<file path="src/rtl/serial_compare_pkg.sv">
// Shared types and sizing helpers for the serial magnitude comparator.
// Combinational only; no latency and no backpressure of its own.
package serial_compare_pkg;

  typedef enum logic [1:0] {
    IDLE,
    SHIFT,
    DONE
  } cmp_state_t;

  typedef struct packed {
    logic eq;
    logic lt;
    logic gt;
  } cmp_result_t;

  function automatic int chunk_count(input int n, input int k);
    return n / k;
  endfunction

  // A single-chunk compare still needs a 1-bit counter.
  function automatic int cnt_width(input int n, input int k);
    return (n / k > 1) ? $clog2(n / k) : 1;
  endfunction

endpackage

</file>
<file path="src/rtl/serial_compare_chunk.sv">
// Unsigned K-bit compare of one chunk into a one-hot cmp_result_t.
// Purely combinational: zero latency, no backpressure.
module serial_compare_chunk
  import serial_compare_pkg::*;
#(
  parameter int K = 1
) (
  input  logic [K-1:0] a,
  input  logic [K-1:0] b,
  output cmp_result_t  res
);

  always_comb begin
    res    = '0;
    res.eq = (a == b);
    res.lt = (a < b);
    res.gt = (a > b);
  end

endmodule

</file>
<file path="src/rtl/serial_logical_compare.sv">
// Serial N-bit unsigned compare, K bits/cycle MSB first; one-hot eq/lt/gt held until out_ready.
// Latency N/K edges (or first differing chunk + 1 with SERIAL_COMPARE_EARLY_EXIT_EN); accepts only in IDLE.
module serial_logical_compare
  import serial_compare_pkg::*;
#(
  parameter int N = 8,
  parameter int K = 1
) (
  input  logic         clk,
  input  logic         rst,
  input  logic         in_valid,
  output logic         in_ready,
  input  logic [N-1:0] a,
  input  logic [N-1:0] b,
  output logic         out_valid,
  input  logic         out_ready,
  output logic         eq,
  output logic         lt,
  output logic         gt,
  output logic         busy
);

  localparam int CHUNKS = chunk_count(N, K);
  localparam int CW     = cnt_width(N, K);

  if (K < 1 || K > N || (N % K) != 0) begin : g_bad_params
    $error("serial_logical_compare: K must be in 1..N and divide N");
  end

  cmp_state_t    state, state_nxt;
  logic [N-1:0]  sa, sb;
  logic [CW-1:0] cnt;
  logic          decided;
  cmp_result_t   dec, res, cur, fin;
  logic          last;

  serial_compare_chunk #(.K(K)) u_chunk (
    .a   (sa[N-1 -: K]),
    .b   (sb[N-1 -: K]),
    .res (cur)
  );

  assign last = (cnt == CW'(CHUNKS - 1));
  // A latched decision wins; otherwise the current chunk decides (eq if it matches too).
  assign fin  = decided ? dec : cur;

  always_ff @(posedge clk or posedge rst) begin
    if (rst) state <= IDLE;
    else     state <= state_nxt;
  end

  always_comb begin
    state_nxt = state;
    case (state)
      IDLE:  if (in_valid) state_nxt = SHIFT;
`ifdef SERIAL_COMPARE_EARLY_EXIT_EN
      SHIFT: if (last || (!decided && !cur.eq)) state_nxt = DONE;
`else
      SHIFT: if (last) state_nxt = DONE;
`endif
      DONE:  if (out_ready) state_nxt = IDLE;
      default: state_nxt = IDLE;
    endcase
  end

  always_ff @(posedge clk or posedge rst) begin
    if (rst) begin
      sa      <= '0;
      sb      <= '0;
      cnt     <= '0;
      decided <= 1'b0;
      dec     <= '0;
      res     <= '0;
    end else begin
      case (state)
        IDLE: if (in_valid) begin
          sa      <= a;
          sb      <= b;
          cnt     <= '0;
          decided <= 1'b0;
          dec     <= '0;
        end
        SHIFT: begin
          sa  <= sa << K;
          sb  <= sb << K;
          cnt <= cnt + CW'(1);
          if (!decided && !cur.eq) begin
            decided <= 1'b1;
            dec     <= cur;
          end
          if (state_nxt == DONE) res <= fin;
        end
        DONE: if (out_ready) res <= '0;
        default: res <= '0;
      endcase
    end
  end

  assign in_ready  = (state == IDLE);
  assign busy      = (state == SHIFT);
  assign out_valid = (state == DONE);
  assign eq        = res.eq;
  assign lt        = res.lt;
  assign gt        = res.gt;

endmodule

</file>
<file path="config.mk">
export PLATFORM = sky130hd
export DESIGN_NAME = serial_logical_compare
export DESIGN_NICKNAME = d
export VERILOG_FILES = /design/src/rtl/serial_compare_pkg.sv /design/src/rtl/serial_compare_chunk.sv /design/src/rtl/serial_logical_compare.sv
export SDC_FILE = /design/constraint.sdc
export NUM_CORES = 1
export LEC_CHECK = 0
export ABC_AREA = 1
export BUFFER_PORTS_ARGS = -buffer_cell sky130_fd_sc_hd__buf_2
export CAP_MARGIN = 30
export CORE_MARGIN = 2
export CORE_UTILIZATION = 50
export CTS_BUF_LIST = sky130_fd_sc_hd__clkbuf_8
export CTS_CLUSTER_SIZE = 24
export DETAILED_ROUTE_END_ITERATION = 8
export GPL_TIMING_DRIVEN = 1
export MAX_ROUTING_LAYER = met4
export PLACE_DENSITY = 0.73
export RECOVER_POWER = 50
export SLEW_MARGIN = 10
export SYNTH_ARGS = -nofsm -noshare
export SYNTH_HDL_FRONTEND = slang
export SYNTH_SLANG_ARGS = --single-unit
export TNS_END_PERCENT = 30
</file>
<file path="constraint.sdc">
create_clock -name clk -period 1.2 [get_ports clk]
set_input_delay 0.06 -clock clk [delete_from_list [all_inputs] [get_ports clk]]
set_output_delay 0.06 -clock clk [all_outputs]
set_load 0.01 [all_outputs]
</file>
==> flow_summary.ini <==
[synthesis]
synth_nets = 205
ys_seq_area_share_pct = 50.09
synth.distinct_cells = 18
yosysWarnings = 0
synthCells = 181
synthesis.area_sq_um = 1399
synth.avg_cell_area_sq_um = 7.728
ys_seq_elements = 28

[timing]
skew_ns = 0.005673
fmax_ghz = 0.8209
setup_viol = 1
hold_viol = 0
tightestPinTransition_ns = 0.6802
final.setup.worst_slack_ns = -0.01824
rsz0062_at_grt = true
period_needed_ns = 1.218
slew_headroom_pct = 54.65
finalCritPeriodShare_pct = 101.5
drv_slew = 0

[power_and_ir_drop]
p_leak_nw = 1.036
vdd_drop_max_mv = 1.746
power_density_nw_per_um2 = 2660
p_total_mw = 5.105

[worst_setup_path]
critical_path_class = reg2out
r2r-end = dec[1]
cp_num_buf_inv = 3
worstPathRequired_ns = 1.14
r2r_slack_ns = 0.01
r2r_cells = 6
cp.arrival_ns = 1.16
start_kind = flip-flop
reg2reg_from = sb[7]
cp_common_cell = buf_6
critical-path-max-stage-delay_ns = 0.47
cp_slowest_cell = dfrtp_2
path_cells = inv_4 > buf_6 > nor2_4 > buf_6
crit_family = flip-flops
worstSetupEndpointType = output pin
cp_max_fo = 4

[detailed_routing]
antenna_left = 0
wl_met2_mm = 1.708
drt-total-wl_mm = 3.254
via_count = 1315
dr_wl_met3_um = 84
drc = 0
first_pass_iters = 4
first_iter_violations = 54
drt-met1-wl_mm = 1.444
vias_per_cell = 5.097
routedWlPerCell_um = 12.61
top_layer = met4

[clock_network]
clkSlewWorstSetupHoldPaths_ns = 0.09
cts.sink_count = 28
cts_tree = built
clk_latency_ns = 0.27
cts_buffers = 3
root_buffer = clkbuf_8
cts_buffer_depth = 2
htreeDepth = 1

[final_layout]
final_cells = 258
layout_commonest_cell = nand2_1
final_cell_mix = nand2_1 (75), dfrtp_1 (26), nand3_1 (25)
drive_above_1_share_pct = 31.72
areaGrowthSynthToFinish_pct = 37.21
final_area_sq_um = 1919
diodes = 0
fin_nets = 253

[place]
portBuffers = 25
place_area_sq_um = 1628
dpl_worst_slack_ns = -0.02132
dpl.hpwl_mm = 2.123
dpl.cell_count = 242
routabilityCongestion = 0.8240

[floorplan]
die_h_um = 56.90
start_util_pct = 51.62
dieArea_sq_um = 3237
coreArea_sq_um = 2710
io_pins = 26
die_w_um = 56.90
rows = 19

[global_route]
grt-ovfl-total = 0
grt_pass1_wl_mm = 5.023
grt_max_degree = 29
antenna_found_initial = 0
first_global_vias = 1216
grtUsageTotal_pct = 20.56

[worst_hold_path]
worstHoldPathType = in2reg
whs_path_depth = 3
min-delay-start = b[0]
hold_end = sb[0]

[job]
cap_violations = 0

[run_status]
status = finished with violations
violations = setup timing
## final cells by class
class	instances	area (sq um)
clock buffers	3	41.29
well taps	31	38.79
fillers	214	790.8
repair buffers	50	394.1
multi-input cells	132	683.2
flip-flops and latches	28	703.2
inverters	14	58.81
## logic make-up (layout without fill, tap and decap cells)
| kind of cell | after synthesis | count (layout) | share of synthesized area [%] |
|---|---|---|---|
| simple gates | 119 | 119 | 36.22 |
| flops | 28 | 28 | 50.09 |
| buf+inv | 21 | 67 | 6.618 |
| compound gates | 9 | 9 | 3.489 |
| fa+ha+maj | 4 | 4 | 3.578 |
## sequential cells by signal (all words and copies together), names as in the netlist
name,count
state,2
cnt,3
sa,8
sb,8
eq,1
gt,1
dec,3
decided,1
lt,1
## synth_stat cells (all sizes together)
master	instances	share of area [%]
nand4	2	0.89
a21o	1	0.54
nand3	26	9.3
buf	7	2.9
o21ai	4	1.4
ha	4	3.6
nand2	81	23
dfrtp	28	50
o22ai	1	0.45
nor2	10	2.9
a21oi	3	1.1
inv	14	3.8
## worst max-delay path by stage
| stage | cells after the start | startpoint | to | slack [ns] |
|---|---|---|---|---|
| 2_1_floorplan | 6 | sb[7] | dec[0] | 0.06 |
| 3_3_place_gp | 7 | state[1] | sb[7] | 0.03 |
| 3_5_place_dp | 7 | cnt[0] | gt | -0.02 |
| 4_1_cts | 4 | state[1] | out_valid | -0.02 |
| 5_1_grt | 4 | state[1] | out_valid | -0.07 |
| 6_report | 4 | state[1] | out_valid | -0.02 |
## what timing repair did
action | 4_1_cts | 5_1_grt
cloned | 0 | 1
hold buffers | 3 | 0
endpoints found under the setup margin | 16 | 29
setup buffers | 5 | 4
resized for setup | 9 | 25
hold endpoints to repair | 30 | 0
pin swaps | 0 | 5
## through the flow
stage / setup TNS (ns) / utilization, % / hold WS, ns
after floorplan: 0 / - / 0.1254
after global placement: 0 / 60.06 / 0.1384
after detailed placement: -0.05878 / 60.06 / 0.1455
after CTS: -0.02208 / 65.00 / 0.007268
after global routing: -0.4348 / 70.82 / 0.01260
final: -0.01824 / 70.82 / 0.007437
## power breakdown
| part | switching [mW] | internal (mW) |
|---|---|---|
| Sequential | 0.281 | 1.34 |
| Clock | 0.281 | 0.225 |
| Combinational | 1.57 | 1.40 |
| Total | 2.13 | 2.97 |
## routing by layer
| metal | GRT usage, % | vias to the layer above |
|---|---|---|
| li1 | - | 667 |
| met1 | 24.48 | 619 |
| met2 | 36.12 | 27 |
| met3 | 2.765 | 2 |
| met4 | 5.980 | 0 |
| met5 | - | - |
## worst register-to-register path, cell delays in order (launching register included)
cell     delay, ns
dfrtp_1       0.39
inv_2         0.08
ha_4          0.21
nor2_2        0.17
buf_4         0.14
nand3_1       0.07
nand2_1       0.07
Note: power is estimated with default switching activity, not from simulation.
